`src/rtl/config_frame_pkg.sv`:
```
// Shared types and header field layout for the configuration frame writer.
package config_frame_pkg;

   // Frame writer sequencing states.
   typedef enum logic [2:0] {
      IDLE    = 3'd0,
      LOAD    = 3'd1,
      DISCARD = 3'd2,
      STROBE  = 3'd3,
      HOLD    = 3'd4
   } state_e;

   // Header word layout: column in the low byte, frame index in the next byte.
   localparam int COL_LSB = 0;
   localparam int FRM_LSB = 8;
   localparam int FIELD_W = 8;

endpackage

```
`src/rtl/frame_strobe_decoder.sv`:
```
// Registered (column, frame, enable) -> one-hot FrameStrobe decoder.
// The output bit col*MaxFramesPerCol+frame is high in the cycle after en_i.
module frame_strobe_decoder
   import config_frame_pkg::*;
#(
   parameter int NumColumns      = 10,
   parameter int MaxFramesPerCol = 20
) (
   input  logic                                  clk_i,
   input  logic                                  rst_ni,
   input  logic                                  en_i,
   input  logic [FIELD_W-1:0]                    col_i,
   input  logic [FIELD_W-1:0]                    frame_i,
   output logic [NumColumns*MaxFramesPerCol-1:0] strobe_o
);

   localparam int NumStrobes = NumColumns * MaxFramesPerCol;

   logic [NumStrobes-1:0] strobe_d;
   logic [NumStrobes-1:0] strobe_q;
   int                    strobe_idx;

   // Decode the flat strobe index; at most one bit can match.
   always_comb begin
      strobe_d   = '0;
      strobe_idx = int'(col_i) * MaxFramesPerCol + int'(frame_i);
      for (int i = 0; i < NumStrobes; i++) begin
         strobe_d[i] = en_i && (strobe_idx == i);
      end
   end

   // Register the strobe so it never glitches from upstream logic.
   always_ff @(posedge clk_i) begin
      if (!rst_ni) begin
         strobe_q <= '0;
      end else begin
         strobe_q <= strobe_d;
      end
   end

   assign strobe_o = strobe_q;

endmodule

```
`src/rtl/config_frame_writer.sv`:
```
// Configuration frame writer: collects a header plus NumRows data words,
// drives them on FrameData, then pulses one FrameStrobe bit for the column.
//
// Input stream handshake: a word transfers on a CLK rise where s_valid and
// s_ready are both high. s_ready depends only on the current state; s_valid
// may be held low for any number of cycles between words.
module config_frame_writer
   import config_frame_pkg::*;
#(
   parameter int MaxFramesPerCol = 20,
   parameter int FrameBitsPerRow = 32,
   parameter int NumRows         = 8,
   parameter int NumColumns      = 10,
   parameter int StrobeCycles    = 1
) (
   input  logic                                  CLK,
   input  logic                                  resetn,
   input  logic                                  s_valid,
   output logic                                  s_ready,
   input  logic [FrameBitsPerRow-1:0]            s_data,
   output logic [NumRows*FrameBitsPerRow-1:0]    FrameData,
   output logic [NumColumns*MaxFramesPerCol-1:0] FrameStrobe,
   output logic                                  frame_done,
   output logic                                  frame_err,
   output logic                                  busy,
   output state_e                                dbg_state
);

   localparam int              RowW     = $clog2(NumRows + 1);
   localparam logic [RowW-1:0] LAST_ROW = RowW'(NumRows - 1);
   localparam logic [3:0]      LAST_STB = 4'(StrobeCycles - 1);

   state_e                             state_q, state_d;
   logic [RowW-1:0]                    row_q, row_d;
   logic [3:0]                         cnt_q, cnt_d;
   logic [FIELD_W-1:0]                 col_q, col_d;
   logic [FIELD_W-1:0]                 frm_q, frm_d;
   logic                               err_q, err_d;
   logic [NumRows*FrameBitsPerRow-1:0] frame_data_q;
   logic                               wr_en;
   logic                               hdr_ok;
   logic [FIELD_W-1:0]                 hdr_col;
   logic [FIELD_W-1:0]                 hdr_frm;

   assign hdr_col = s_data[COL_LSB +: FIELD_W];
   assign hdr_frm = s_data[FRM_LSB +: FIELD_W];
   assign hdr_ok  = ({1'b0, hdr_col} < 9'(NumColumns)) &&
                    ({1'b0, hdr_frm} < 9'(MaxFramesPerCol));

   // Next-state logic, row/strobe counting and the ready/write strobes.
   always_comb begin
      state_d = state_q;
      row_d   = row_q;
      cnt_d   = cnt_q;
      col_d   = col_q;
      frm_d   = frm_q;
      err_d   = 1'b0;
      s_ready = 1'b0;
      wr_en   = 1'b0;
      case (state_q)
         IDLE: begin
            s_ready = 1'b1;
            if (s_valid) begin
               row_d = '0;
               if (hdr_ok) begin
                  col_d   = hdr_col;
                  frm_d   = hdr_frm;
                  state_d = LOAD;
               end else begin
                  err_d   = 1'b1;
                  state_d = DISCARD;
               end
            end
         end
         LOAD: begin
            s_ready = 1'b1;
            if (s_valid) begin
               wr_en = 1'b1;
               if (row_q == LAST_ROW) begin
                  cnt_d   = '0;
                  state_d = STROBE;
               end else begin
                  row_d = row_q + 1'b1;
               end
            end
         end
         DISCARD: begin
            s_ready = 1'b1;
            if (s_valid) begin
               if (row_q == LAST_ROW) begin
                  state_d = IDLE;
               end else begin
                  row_d = row_q + 1'b1;
               end
            end
         end
         STROBE: begin
            if (cnt_q == LAST_STB) begin
               state_d = HOLD;
            end else begin
               cnt_d = cnt_q + 1'b1;
            end
         end
         HOLD: begin
            state_d = IDLE;
         end
         default: begin
            state_d = IDLE;
         end
      endcase
   end

   // Control registers; reset discards any frame in flight.
   always_ff @(posedge CLK) begin
      if (!resetn) begin
         state_q <= IDLE;
         row_q   <= '0;
         cnt_q   <= '0;
         col_q   <= '0;
         frm_q   <= '0;
         err_q   <= 1'b0;
      end else begin
         state_q <= state_d;
         row_q   <= row_d;
         cnt_q   <= cnt_d;
         col_q   <= col_d;
         frm_q   <= frm_d;
         err_q   <= err_d;
      end
   end

   // FrameData row storage, written only by accepted LOAD words.
   always_ff @(posedge CLK) begin
      if (!resetn) begin
         frame_data_q <= '0;
      end else if (wr_en) begin
         frame_data_q[int'(row_q) * FrameBitsPerRow +: FrameBitsPerRow] <= s_data;
      end
   end

   // Enable is taken from the next state so the registered strobe lines up
   // exactly with the STROBE cycles.
   frame_strobe_decoder #(
      .NumColumns      (NumColumns),
      .MaxFramesPerCol (MaxFramesPerCol)
   ) u_strobe_dec (
      .clk_i    (CLK),
      .rst_ni   (resetn),
      .en_i     (state_d == STROBE),
      .col_i    (col_q),
      .frame_i  (frm_q),
      .strobe_o (FrameStrobe)
   );

   assign FrameData  = frame_data_q;
   assign frame_done = (state_q == HOLD);
   assign frame_err  = err_q;
   assign busy       = (state_q != IDLE);
   assign dbg_state  = state_q;

endmodule

```
`config.mk`:
```
export PLATFORM = sky130hd
export DESIGN_NAME = config_frame_writer
export DESIGN_NICKNAME = d
export VERILOG_FILES = /design/src/rtl/config_frame_pkg.sv /design/src/rtl/frame_strobe_decoder.sv /design/src/rtl/config_frame_writer.sv
export SDC_FILE = /design/constraint.sdc
export NUM_CORES = 1
export LEC_CHECK = 0
export BUFFER_PORTS_ARGS = -buffer_cell sky130_fd_sc_hd__buf_2
export CORE_MARGIN = 4
export CORE_UTILIZATION = 40
export DETAILED_ROUTE_END_ITERATION = 16
export GPL_TIMING_DRIVEN = 0
export PLACE_DENSITY = 0.74
export SYNTH_ARGS = -nofsm -noshare
export SYNTH_HDL_FRONTEND = slang
export SYNTH_SLANG_ARGS = --single-unit
export TNS_END_PERCENT = 50
```
`constraint.sdc`:
```
create_clock -name CLK -period 3.6 [get_ports CLK]
set_clock_uncertainty 0.05 [all_clocks]
set_input_delay 0.18 -clock CLK [delete_from_list [all_inputs] [get_ports CLK]]
set_output_delay 0.18 -clock CLK [all_outputs]
set_load 0.005 [all_outputs]
```
# --- Yosys cells after proc, flatten, opt, wreduce, memory -nomap -nowiden ---
# Index checks and enable logic that the tools add are counted.
# Widths: inputs -> output; s select.
word_totals:
  elab_cells: 462
  register_bits: 484
  input_bits: 35
  out_inout_bits: 463
op_classes:
  n_mul: 1
  n_eq_ne: 211
  addsub: 4
  muxes: 21
  order_cmp: 2
  reduce_logical: 213
  n_shift: 2
ops:
  columns: ["op", "n"]
  rows:
  - ["$eq 32x9->1 const B", 72]
  - ["$eq 32x8->1 const B", 64]
  - ["$eq 32x7->1 const B", 32]
  - ["$eq 32x6->1 const B", 16]
  - ["$bwmux 256", 1]
  - ["$eq 32x5->1 const B", 8]
  - ["$shift 32x33->256 const A", 1]
  - ["$shiftx 32x33->256", 1]
  - ["$logic_and 1x1->1", 201]
  - ["$eq 32x4->1 const B", 4]
  - ["$eq 32x3->1 const B", 2]
  - ["$neg 9->33", 1]
  - ["$add 32x9->32", 1]
  - ["$eq 32x2->1 const B", 1]
  - ["$logic_not 32->1", 1]
  - ["$mux 4", 6]
  - ["$mux 3", 6]
  - ["$pmux 4 s2", 2]
  - ["$pmux 3 s4", 1]
  - ["$mul 8x3->11 const B", 1]
  - ["$ne 2x2->1 const B", 5]
  - ["$eq 3x2->1 const B", 3]
  - ["$add 4x1->4 const B", 2]
  - ["$lt 8x4->1 const B", 1]
  - ["15 further kinds", 21]

# --- Depth between registers and ports, before layout ---
depth:
  ltp_word: 7
  ltp_mapped: 13
  mapped_depth_nobuf: 11

# --- By module ---
# From an unflattened synthesis, not the netlist that was laid out.
hier_totals:
  hier_cells: 1681
  area_unflattened_um2: 16997.6
by_module_without_submodules:
  columns: ["mod", "n_inst", "cells_per_inst", "area_each_um2", "seq_area_each_um2"]
  rows:
  - ["config_frame_writer", 1, 1097, 10805.4, 5685.5]
  - ["frame_strobe_decoder", 1, 584, 6192.2, 4003.8]

# --- Worst setup path before layout ---
# OpenSTA, ideal clock, no wires.
synth_timing:
  kind: "register to register"
  start: "register col_q[1]"
  end: "register u_strobe_dec.strobe_q[163] (netlist: u_strobe_dec.strobe_o[163])"
  setup_ps: 93
  path_slack_ps: 454
  stages_incl_launch_ff: 14
  arrival_ps: 3002
  synth_period_minus_slack_ps: 3146
  required_ps: 3457
  n_path_buf: 3
  path_cell_list: "dfxtp_1 -> ha_1 -> ha_1 -> inv_1 -> fa_1 -> xnor2_1 -> ha_1 -> buf_1 -> inv_1 -> nor4b_2 -> mux2i_4 -> buf_6 -> buf_6 -> nor4_1"
synth_between:
  elab_chain_cells: 4
synth_lines:
  columns: ["item", "line_no", "rtl"]
  rows:
  - ["start: declaration", "config_frame_writer.sv:36", "logic [FIELD_W-1:0] col_q, col_d;"]
  - ["start signal: assignment", "config_frame_writer.sv:126", "col_q <= col_d;"]
  - ["$mul 8x3->11", "frame_strobe_decoder.sv:26", "strobe_idx = int'(col_i) * MaxFramesPerCol + int'(frame_i);"]
  - ["$add 32x9->32", "frame_strobe_decoder.sv:26", null]
  - ["$eq 32x9->1", "frame_strobe_decoder.sv:28", "strobe_d[i] = en_i && (strobe_idx == i);"]
  - ["$logic_and 1x1->1", "frame_strobe_decoder.sv:28", null]
  - ["end signal: assignment", "frame_strobe_decoder.sv:37", "strobe_q <= strobe_d;"]
  - ["end: declaration", "frame_strobe_decoder.sv:20", "logic [NumStrobes-1:0] strobe_q;"]
# No other way between the ends.
# A chain may end at the register's enable or synchronous reset.

# --- Worst setup path after layout ---
layout_timing:
  start: "register col_q[1]"
  end: "register u_strobe_dec.strobe_q[198] (netlist: u_strobe_dec.strobe_o[198])"
# The elaborated chain is that of the path after synthesis.

==> results_dict.tcl <==
set metrics [dict create \
    status "finished clean" \
    globalRouteOverflowTotal 0 \
    root_buffer "clkbuf_16" \
    vias 16783 \
    chipHeight_um 215 \
    peakVddDrop_uv 411 \
    cts_tree "done" \
    async_flop_share 0 \
    grt_pass1_wl_um 99300 \
    fmax_mhz 291 \
    synth_top_area_share 0.565 \
    synthTopCellsByArea "dfxtp_1 57%, nand3_1 7.8%, nand2_1 6.4%" \
    grt_pass1_vias 16271 \
    path_cells "ha_1 > ha_1 > inv_1 > fa_1 > inv_1 > ha_1 > a21oi_2 > nand2_2 > nor4b_4 > mux2i_4 > buf_6 > buf_6 > nor4_1" \
    drt-total-wl_um 67800 \
    yosys_warnings 0 \
    drc_errors 0 \
    clk_pin_slew_worst_paths_ns 0.07 \
    ys_types 64 \
    syn_area_per_cell_um2 8.93 \
    yosys.area.top_type "dfxtp_1" \
    worstMarginPinSlew_ns 0.981 \
    r2r_cells 13 \
    synth_mux_area_frac 0.00540 \
    critPathMaxStageDelay_ns 0.47 \
    pre_cts_ws_ns -0.162 \
    postPlaceCellArea_mm2 0.0201 \
    slowest_stage "fa_1" \
    hold_violations 0 \
    seq_area_frac_synth 0.565 \
    gp_congestion 0.972 \
    start_util 0.407 \
    synth_nets 1984 \
    wl_per_cell_um 22.5 \
    areaGrowthSynthToFinish_pct 29.3 \
    final_util 0.526 \
    leakagePower_nw 9.14 \
    antenna_found_initial 0 \
    fp.dieArea_mm2 0.0462 \
    p_total_mw 11.4 \
    setup.worst_path.class "reg -> reg" \
    met2_usage 0.480 \
    slew_headroom 0.346 \
    start_kind "register" \
    end_kind "register" \
    final_cell_mix "496 x buf_2, 483 x dfxtp_1, 290 x nand2_1, 267 x nand3_1, 201 x a21oi_1" \
    cap_violations 0 \
    grt.met3_usage 0.0876 \
    synth_ff_type "dfxtp_1" \
    cts.path.max_buffers 3 \
    grt.met1_usage 0.310 \
    synth-xor-area-share 0.00773 \
    synth_compound_area_frac 0.0933 \
    drive_gt1_frac 0.263 \
    dpl.hpwl_um 50100 \
    cp_data_arrival_time_ns 3.85 \
    power.density_mw_per_mm2 513 \
    final_net_count 2503 \
    io_buffers 464 \
    cp_max_fo 10 \
    final-max-slew-violation-count 0 \
    chipWidth_um 215 \
    setup_slack_ns 0.167 \
    crit_required_ns 4.01 \
    grt_max_degree 16 \
    clock_sinks 484 \
    synthAdderAreaFrac 0.0219 \
    setup_violations 0 \
    period_needed_ns 3.43 \
    layout_commonest_cell "buf_2" \
    finalInstanceArea_mm2 0.0222 \
    synthCells 1921 \
    crit_top_cell "ha_1" \
    setup_tns_ns 0 \
    coreArea_mm2 0.0421 \
    cts_inserted_buffers 49 \
    yosys.area_share.simple 0.251 \
    fin_crit_sh 0.954 \
    grtUsageTotal 0.275 \
    first_iter_violations 1645 \
    ant_nets 0 \
    fp-row-count 75 \
    first_pass_iters 5 \
    via_per_inst 5.56 \
    synth_top_family_by_area "simple AND/OR/NAND/NOR gates" \
    hold_path_class "in -> reg" \
    synth_edf_count 0 \
    htree_num_levels 2 \
    antennaDiodeCount 0 \
    ios 498 \
    whs_path_depth 3 \
    busiest_layer "met2" \
    clk_latency_ns 0.60 \
    ys_ff_latch 484 \
    syn_area_mm2 0.0171 \
]
## per-layer routing
metal / up-vias / wire, µm
met5: - / 0
met4: 0 / 3230
met3: 198 / 6900
met2: 928 / 32600
met1: 7935 / 25100
li1: 7722 / -
## area by class of cell
cell class,count,area [µm²]
fillers,3800,20000
flip-flops and latches,484,9690
multi-input cells,1215,6650
repair buffers,469,2370
clock buffers,64,1400
plain buffers,207,906
well taps,539,674
clock inverters,26,428
inverters,14,52.6
## path summary, 6_finish.rpt
| path | start | to | slack (ns) |
|---|---|---|---|
| max | col_q[1] | u_strobe_dec.strobe_o[198] | 0.17 |
| min | s_data[30] | FrameData[190] | 0.04 |
| max reg2reg | col_q[1] | u_strobe_dec.strobe_o[198] | 0.17 |
| min reg2reg | FrameData[88] | FrameData[88] | 0.40 |
## metrics by stage
stage / hold WS [ns] / instances
finish: 0.0362 / 3018
CTS: 0.0120 / 3017
floorplan: 0.365 / 1921
global placement: 0.388 / 2924
global route: 0.0475 / 3018
detailed placement: 0.394 / 2924
## sequential cells by signal, summed over array words and instances, names as in the netlist
signal and flops:
FrameData 256, u_strobe_dec.strobe_o 200, col_q 8, frm_q 8, cnt_q 4, row_q 4
dbg_state 3, frame_err 1
## cells in the mapped netlist, types with 2 or more instances
cell type,count
dfxtp_1,484
o2bb2ai_1,2
nor2b_1,4
nor3b_1,4
buf_2,32
and2_1,11
o211ai_1,2
nand2b_1,3
buf_4,5
o2111ai_1,3
a21oi_1,202
xor2_1,4
buf_1,10
nor3_1,74
nor2_1,30
nand3_2,10
and3b_1,2
fa_1,2
buf_6,6
nand4_1,8
xnor2_1,8
inv_1,14
clkbuf_1,154
nor4_2,4
nand3_1,267
or3_1,3
nor4_1,134
nand2_1,292
a31oi_2,2
mux2i_1,7
ha_1,26
and3_1,9
o21ai_0,72
## where the power goes
part           switching (mW)  total, mW  internal, mW
sequential            0.00457       5.36          5.36
clock                    2.23       5.71          3.48
combinational           0.249      0.303        0.0541
## logic make-up after synthesis
family                   count (synthesis)
buffers and inverters                  222
multiplexers                             8
AND/OR/NAND/NOR                        866
flip-flops                             484
XOR/XNOR                                13
AO/OA/AOI/OAI                          299
adder cells (fa/ha/maj)                 29
## timing repair
item                                    in CTS  in global routing
gates cloned                                 0                  0
gates resized for setup                     10                 32
endpoints found under the setup margin      96                196
hold buffers                                 4                  0
hold endpoints to repair                     7                  0
pin swaps                                    0                  1
setup buffers                                0                  1
## critical path, delay by kind of cell (launching register included)
| kind | cells | cell delay, ns |
|---|---|---|
| fa+ha+maj | 4 | 1.26 |
| mux | 1 | 0.19 |
| simple gates | 3 | 0.80 |
| compound gates | 1 | 0.21 |
| buf+inv | 4 | 0.43 |
| flops | 1 | 0.36 |
Note: power is estimated with default switching activity, not from simulation.
